<file path="src/rtl/segment_frame_latch.sv">
// Double-buffered segment frame store.
// CPU writes OR into an accumulator frame. A vblank rising edge copies the
// accumulator into the display frame one line per cycle, clearing each
// accumulator line as it goes. A frame with no in-range writes leaves the
// display untouched (hold), so software can skip frames without blanking.
//
//   state  | meaning
//   -------+-----------------------------------------------------------
//   S_IDLE | accepting writes, watching vblank for a rising edge
//   S_COPY | line_idx_q selects the line being moved accum -> display
module segment_frame_latch #(
  parameter int MAX_X_SEGMENT = 9,
  parameter int MAX_Y_SEGMENT = 16,
  parameter int MAX_Z_SEGMENT = 4
) (
  input  logic                     clk,
  input  logic                     reset_n,
  input  logic                     vblank,
  input  logic                     wr_valid,
  output logic                     wr_ready,
  input  logic [3:0]               wr_x,
  input  logic [1:0]               wr_z,
  input  logic [MAX_Y_SEGMENT-1:0] wr_data,
  output logic [MAX_X_SEGMENT-1:0][MAX_Y_SEGMENT-1:0][MAX_Z_SEGMENT-1:0] segments_out,
  output logic                     commit_done
);

  typedef enum logic {
    S_IDLE = 1'b0,
    S_COPY = 1'b1
  } state_t;

  localparam logic [3:0]  LAST_LINE = 4'(MAX_X_SEGMENT - 1);
  localparam logic [31:0] X_LIMIT   = 32'(MAX_X_SEGMENT);
  localparam logic [31:0] Z_LIMIT   = 32'(MAX_Z_SEGMENT);

  typedef logic [MAX_X_SEGMENT-1:0][MAX_Y_SEGMENT-1:0][MAX_Z_SEGMENT-1:0] frame_t;

  state_t     state_q, state_d;
  logic [3:0] line_idx_q, line_idx_d;
  frame_t     accum_q, accum_d;
  frame_t     display_q, display_d;
  logic       frame_written_q, frame_written_d;
  logic       commit_hold_q, commit_hold_d;
  logic       vblank_dly_q;
  logic       commit_done_q, commit_done_d;

  logic        wr_fire;
  logic        wr_in_range;
  logic        wr_hit;
  logic        commit_start;
  logic        copy_active;
  logic        last_line;
  logic [31:0] wr_x_ext;
  logic [31:0] wr_z_ext;

  assign wr_x_ext     = {28'd0, wr_x};
  assign wr_z_ext     = {30'd0, wr_z};
  assign wr_in_range  = (wr_x_ext < X_LIMIT) && (wr_z_ext < Z_LIMIT);
  assign wr_fire      = wr_valid && wr_ready;
  assign wr_hit       = wr_fire && wr_in_range;
  assign commit_start = (state_q == S_IDLE) && vblank && !vblank_dly_q;
  assign copy_active  = (state_q == S_COPY);
  assign last_line    = (line_idx_q == LAST_LINE);

  assign segments_out = display_q;
  assign commit_done  = commit_done_q;

  // State register.
  always_ff @(posedge clk) begin
    if (!reset_n) begin
      state_q <= S_IDLE;
    end else begin
      state_q <= state_d;
    end
  end

  // Next-state: start on a vblank rising edge, return after the last line.
  always_comb begin
    state_d = state_q;
    case (state_q)
      S_IDLE: if (commit_start) state_d = S_COPY;
      S_COPY: if (last_line)    state_d = S_IDLE;
      default:                  state_d = S_IDLE;
    endcase
  end

  // FSM outputs: writes only accepted while idle and out of reset.
  always_comb begin
    wr_ready      = reset_n && (state_q == S_IDLE);
    commit_done_d = copy_active && last_line;
  end

  // Line counter, sticky written flag and hold decision for the commit.
  always_comb begin
    line_idx_d      = line_idx_q;
    frame_written_d = frame_written_q;
    commit_hold_d   = commit_hold_q;

    if (commit_start) begin
      line_idx_d = 4'd0;
    end else if (copy_active) begin
      line_idx_d = last_line ? 4'd0 : line_idx_q + 4'd1;
    end

    if (wr_hit) begin
      frame_written_d = 1'b1;
    end
    if (copy_active && last_line) begin
      frame_written_d = 1'b0;
    end

    // A write landing in the commit-start cycle belongs to this frame.
    if (commit_start) begin
      commit_hold_d = !(frame_written_q || wr_hit);
    end
  end

  // Accumulator merge and per-line copy/clear.
  always_comb begin
    accum_d   = accum_q;
    display_d = display_q;
    for (int x = 0; x < MAX_X_SEGMENT; x++) begin
      if (wr_hit && (4'(x) == wr_x)) begin
        for (int y = 0; y < MAX_Y_SEGMENT; y++) begin
          for (int z = 0; z < MAX_Z_SEGMENT; z++) begin
            if (2'(z) == wr_z) begin
              accum_d[x][y][z] = accum_q[x][y][z] | wr_data[y];
            end
          end
        end
      end
      if (copy_active && (4'(x) == line_idx_q)) begin
        if (!commit_hold_q) begin
          display_d[x] = accum_q[x];
        end
        accum_d[x] = '0;
      end
    end
  end

  // Datapath and control registers; reset also aborts an in-flight commit.
  always_ff @(posedge clk) begin
    if (!reset_n) begin
      line_idx_q      <= 4'd0;
      accum_q         <= '0;
      display_q       <= '0;
      frame_written_q <= 1'b0;
      commit_hold_q   <= 1'b0;
      vblank_dly_q    <= 1'b0;
      commit_done_q   <= 1'b0;
    end else begin
      line_idx_q      <= line_idx_d;
      accum_q         <= accum_d;
      display_q       <= display_d;
      frame_written_q <= frame_written_d;
      commit_hold_q   <= commit_hold_d;
      vblank_dly_q    <= vblank;
      commit_done_q   <= commit_done_d;
    end
  end

endmodule

</file>
<file path="config.mk">
export PLATFORM = sky130hd
export DESIGN_NAME = segment_frame_latch
export DESIGN_NICKNAME = d
export VERILOG_FILES = /design/src/rtl/segment_frame_latch.sv
export SDC_FILE = /design/constraint.sdc
export NUM_CORES = 2
export LEC_CHECK = 0
export ABC_AREA = 0
export CAP_MARGIN = 10
export CORE_AREA = 2 2 283 285
export DETAILED_ROUTE_END_ITERATION = 10
export DIE_AREA = 0 0 285 287
export MAX_ROUTING_LAYER = met4
export PLACE_DENSITY = 0.82
export SLEW_MARGIN = 0
export SYNTH_ARGS = -nofsm -noshare
export SYNTH_HDL_FRONTEND = slang
export SYNTH_SLANG_ARGS = --single-unit
</file>
<file path="constraint.sdc">
create_clock -name clk -period 2.5 [get_ports clk]
set_clock_uncertainty 0.05 [all_clocks]
set_input_delay 0.25 -clock clk [delete_from_list [all_inputs] [get_ports clk]]
set_output_delay 0.25 -clock clk [all_outputs]
set_load 0.05 [all_outputs]
</file>
==> report_table.html <==
<table>
<tr><th>Metric</th><th>Value</th></tr>
<tr><th colspan="2">Run status</th></tr>
<tr><td>Run status</td><td>complete, no violations</td></tr>
<tr><th colspan="2">Finish</th></tr>
<tr><td>Share of final-layout standard cells stronger than drive strength 1</td><td>0.0765</td></tr>
<tr><td>Most common cell after layout, fill and taps aside</td><td>sky130_fd_sc_hd__dfxtp_1</td></tr>
<tr><td>Number of nets at the end of the flow</td><td>5044</td></tr>
<tr><td>Area overhead of the layout relative to synthesis</td><td>25.8%</td></tr>
<tr><td>Top library cells by usage in the layout, fill and taps aside</td><td>1161 x sky130_fd_sc_hd__dfxtp_1, 582 x sky130_fd_sc_hd__clkdlybuf4s50_1, 579 x sky130_fd_sc_hd__nor2_1, 579 x sky130_fd_sc_hd__a21oi_1, 577 x sky130_fd_sc_hd__nand3_1</td></tr>
<tr><td>Filler cells</td><td>5988</td></tr>
<tr><td>Finished Layout Cells</td><td>6165</td></tr>
<tr><td>Combined area of the multi-input logic cells</td><td>16700 sq um</td></tr>
<tr><td>Register area</td><td>23200 sq um</td></tr>
<tr><th colspan="2">CTS</th></tr>
<tr><td>CTS tree</td><td>done</td></tr>
<tr><td>Clock-pin slew on the worst setup and hold paths</td><td>0.06 ns</td></tr>
<tr><td>Htree depth</td><td>3</td></tr>
<tr><td># Post-CTS Setup Buffers</td><td>0</td></tr>
<tr><td>Root buffer cell</td><td>sky130_fd_sc_hd__clkbuf_16</td></tr>
<tr><td>Number of buffers inserted by hold repair at cts</td><td>0</td></tr>
<tr><td>Inserted Clock Buffers</td><td>109</td></tr>
<tr><td>TritonCTS Sinks</td><td>1161</td></tr>
<tr><td>Largest buffer count on any clock path</td><td>3</td></tr>
<tr><td>Latest clock arrival within the worst-skew pair</td><td>0.69 ns</td></tr>
<tr><td>Count of instances resized after the clock tree is built</td><td>0</td></tr>
<tr><th colspan="2">Critical path</th></tr>
<tr><td>R2R depth</td><td>5</td></tr>
<tr><td>Critical Path End Type</td><td>output port</td></tr>
<tr><td>Category of the worst setup path launch point</td><td>register</td></tr>
<tr><td>FF-to-FF End</td><td>segments_out[43]</td></tr>
<tr><td>Required @ worst endpoint</td><td>2.20 ns</td></tr>
<tr><td>Cell Chain, Critical Path</td><td>clkdlybuf4s50_1</td></tr>
<tr><td>Startpoint-to-endpoint class of the critical path</td><td>register to output port</td></tr>
<tr><td>Max FO, Critical Path</td><td>2</td></tr>
<tr><td>Register-to-register setup slack</td><td>0.33 ns</td></tr>
<tr><td>Slowest cell on crit path</td><td>sky130_fd_sc_hd__clkdlybuf4s50_1</td></tr>
<tr><td>Crit Reg-Reg Startpoint</td><td>copy_active</td></tr>
<tr><td>Maximum cell stage delay along the critical path</td><td>0.89 ns</td></tr>
<tr><td>Data arrival at the endpoint of the critical path</td><td>2.04 ns</td></tr>
<tr><td>Cell count along the critical path</td><td>1</td></tr>
<tr><td>Worst path bufs/invs</td><td>1</td></tr>
<tr><td>CP top delay family</td><td>buffers and inverters</td></tr>
<tr><th colspan="2">STA</th></tr>
<tr><td>Number of hold violations in the final report</td><td>0</td></tr>
<tr><td>Part of the cycle the worst path needs</td><td>0.935</td></tr>
<tr><td>Count of final setup violators</td><td>0</td></tr>
<tr><td>Total negative setup slack</td><td>0 ns</td></tr>
<tr><td>Unrepaired setup endpoints after global routing</td><td>false</td></tr>
<tr><td>Final Max Tran Viols</td><td>0</td></tr>
<tr><td>Final period demand of the worst path</td><td>2.34 ns</td></tr>
<tr><td>Worst slew pin tran</td><td>0.862 ns</td></tr>
<tr><td>Max frequency</td><td>428 MHz</td></tr>
<tr><td>Worst slew margin</td><td>0.425</td></tr>
<tr><th colspan="2">Run</th></tr>
<tr><td>Max-capacitance violation count</td><td>0</td></tr>
<tr><th colspan="2">Synthesis</th></tr>
<tr><td>Yosys Warn Count</td><td>0</td></tr>
<tr><td>XOR/XNOR share of the synthesized area</td><td>0.000414</td></tr>
<tr><td>Cell area after technology mapping</td><td>42300 sq um</td></tr>
<tr><td>Net count after synthesis</td><td>4804</td></tr>
<tr><td>Sequential area share after synthesis</td><td>0.550</td></tr>
<tr><td>Combinational family with the most area after synthesis</td><td>compound AO/OA/AOI/OAI gates</td></tr>
<tr><td>Post-synth EDFFs</td><td>0</td></tr>
<tr><td>Async set-or-reset flop fraction in the synthesized netlist</td><td>0</td></tr>
<tr><td>Area fraction in and, or, nand and nor cells after synthesis</td><td>0.136</td></tr>
<tr><td>Fraction of the mapped netlist area in compound gates</td><td>0.251</td></tr>
<tr><td>Synthesized instance count</td><td>4774</td></tr>
<tr><td>Prevailing post-synth register cell</td><td>sky130_fd_sc_hd__dfxtp_1</td></tr>
<tr><td>Portion of netlist area occupied by mux cells</td><td>0.000237</td></tr>
<tr><td>Adder-Cell Fraction of Synth Area</td><td>0.00118</td></tr>
<tr><td>Cell variety after synth</td><td>41</td></tr>
<tr><td>Syn avg cell area</td><td>8.86 sq um</td></tr>
<tr><td>Number of register bits inferred by synthesis</td><td>1161</td></tr>
<tr><th colspan="2">Min path</th></tr>
<tr><td>Start point of the worst min-delay path</td><td>wr_data[0]</td></tr>
<tr><td>Tightest Hold Check Type</td><td>input pin to register</td></tr>
<tr><td>Hold Path Stages</td><td>3</td></tr>
<tr><td>End point of the worst hold path</td><td>accum_q[66]</td></tr>
<tr><th colspan="2">Die</th></tr>
<tr><td>Total number of placement rows</td><td>103</td></tr>
<tr><td>Initial core utilization</td><td>0.538</td></tr>
<tr><td>Y dimension of the die</td><td>287 um</td></tr>
<tr><td>Die extent in x</td><td>285 um</td></tr>
<tr><td>Core Footprint</td><td>78600 sq um</td></tr>
<tr><td>I/O pins</td><td>604</td></tr>
<tr><td>Die area</td><td>81800 sq um</td></tr>
<tr><th colspan="2">Detailed routing</th></tr>
<tr><td>Vias</td><td>40700</td></tr>
<tr><td>Residual DRC</td><td>0</td></tr>
<tr><td>Routed Wire Length</td><td>146 mm</td></tr>
<tr><td>Antenna violation net count after detailed routing</td><td>0</td></tr>
<tr><td>Total iterations of the first detailed-routing run</td><td>6</td></tr>
<tr><td>Average wire per standard cell</td><td>23.6 um</td></tr>
<tr><td>Number of vias per cell after detailed routing</td><td>6.60</td></tr>
<tr><td>Initial DRC count</td><td>5547</td></tr>
<tr><th colspan="2">Placed design</th></tr>
<tr><td>Post-Place Cells</td><td>5953</td></tr>
<tr><td>HPWL reported at the end of detailed placement</td><td>86.4 mm</td></tr>
<tr><td>Final weighted congestion in routability-driven placement</td><td>0.858</td></tr>
<tr><td>Port buffer count</td><td>603</td></tr>
<tr><th colspan="2">GRT</th></tr>
<tr><td>Maximum number of pins on one net before global-route repair</td><td>130</td></tr>
<tr><td>First-pass GRT wire length</td><td>219 mm</td></tr>
<tr><td>Total GRT Usage</td><td>0.346</td></tr>
<tr><td>Initial antenna violation count</td><td>7</td></tr>
<tr><td>Via count of the first global-routing pass</td><td>37500</td></tr>
<tr><td>Residual overflow from global routing</td><td>0</td></tr>
<tr><th colspan="2">Pwr</th></tr>
<tr><td>Pleak</td><td>17.5 nW</td></tr>
<tr><td>Worst vdd rail ir drop</td><td>0.603 mV</td></tr>
<tr><td>Power density over cell area</td><td>720 nW/um^2</td></tr>
</table>
==> cells in the mapped netlist, drive strengths merged (5+ instances only) <==
| cell type | count | area share |
|---|---|---|
| dfxtp | 1161 | 0.55 |
| o21ai | 585 | 0.071 |
| nor2 | 581 | 0.052 |
| a21oi | 579 | 0.069 |
| nand3 | 578 | 0.068 |
| a41oi | 384 | 0.080 |
| clkbuf | 376 | 0.033 |
| buf | 242 | 0.027 |
| a31oi | 128 | 0.019 |
| a32oi | 64 | 0.013 |
| nor3b | 19 | 0.0035 |
| and4b | 18 | 0.0043 |
| and3b | 17 | 0.0035 |
| inv | 7 | 0.00062 |
| nor3 | 5 | 0.00071 |
==> per-layer routing <==
layer,global-route usage,up-vias,share of wire
met3,0.0633,468,0.11
met4,0.182,0,0.054
met5,-,-,0
li1,-,17900,-
met1,0.448,19600,0.38
met2,0.515,2778,0.45
==> cell type report <==
cell class | count | area share
antenna | 7 | 0.000329
inverter | 8 | 0.000917
clock buffer | 148 | 0.0590
multi-input combinational | 2987 | 0.314
clock inverter | 57 | 0.0141
tap | 1050 | 0.0247
timing repair buffer | 747 | 0.151
sequential | 1161 | 0.437
==> metrics by stage <==
stage          area, sq um  setup WS [ns]  utilization  hold slack (ns)  total power, mW
6_report             53200          0.162        0.677           0.0320             38.3
5_1_grt              53200          0.159        0.677           0.0394             39.1
4_1_cts              53200          0.178        0.676          0.00283             38.2
3_5_place_dp         49300          0.217        0.627            0.403             20.9
3_3_place_gp         49300          0.276        0.627            0.396             20.9
2_1_floorplan        42300          0.617            -            0.327             20.1
==> worst max-delay path by stage <==
stage / slack [ns] / end / start
6_report: 0.16 / segments_out[500] / segments_out[500]
5_1_grt: 0.16 / segments_out[500] / segments_out[500]
4_1_cts: 0.18 / segments_out[500] / segments_out[500]
3_5_place_dp: 0.22 / accum_q[462] / wr_x[1]
3_3_place_gp: 0.28 / accum_q[461] / wr_x[1]
2_1_floorplan: 0.62 / accum_q[384] / line_idx_q[0]
==> power breakdown <==
part	switching (mW)	internal (mW)	leakage, nW
sequential	0.0213	18.5	9.35
combinational	1.61	0.395	6.27
clock	7.43	10.3	1.90
total	9.07	29.2	17.5
==> flip-flops by register name (all words and copies together), names as in the netlist <==
register and count:
accum_q 576, commit_done 1, segments_out 576, line_idx_q 4, frame_written_q 1, copy_active 1
vblank_dly_q 1, commit_hold_q 1
==> logic make-up (layout without fill, tap and decap cells) <==
| family | count (synthesis) | count (layout) |
|---|---|---|
| compound gates | 1741 | 1741 |
| xor+xnor | 2 | 2 |
| fa+ha+maj | 4 | 4 |
| buf+inv | 626 | 960 |
| flops | 1161 | 1161 |
| mux | 1 | 1 |
| other cells | 0 | 7 |
| simple gates | 1239 | 1239 |
(Power assumes the default switching activity.)
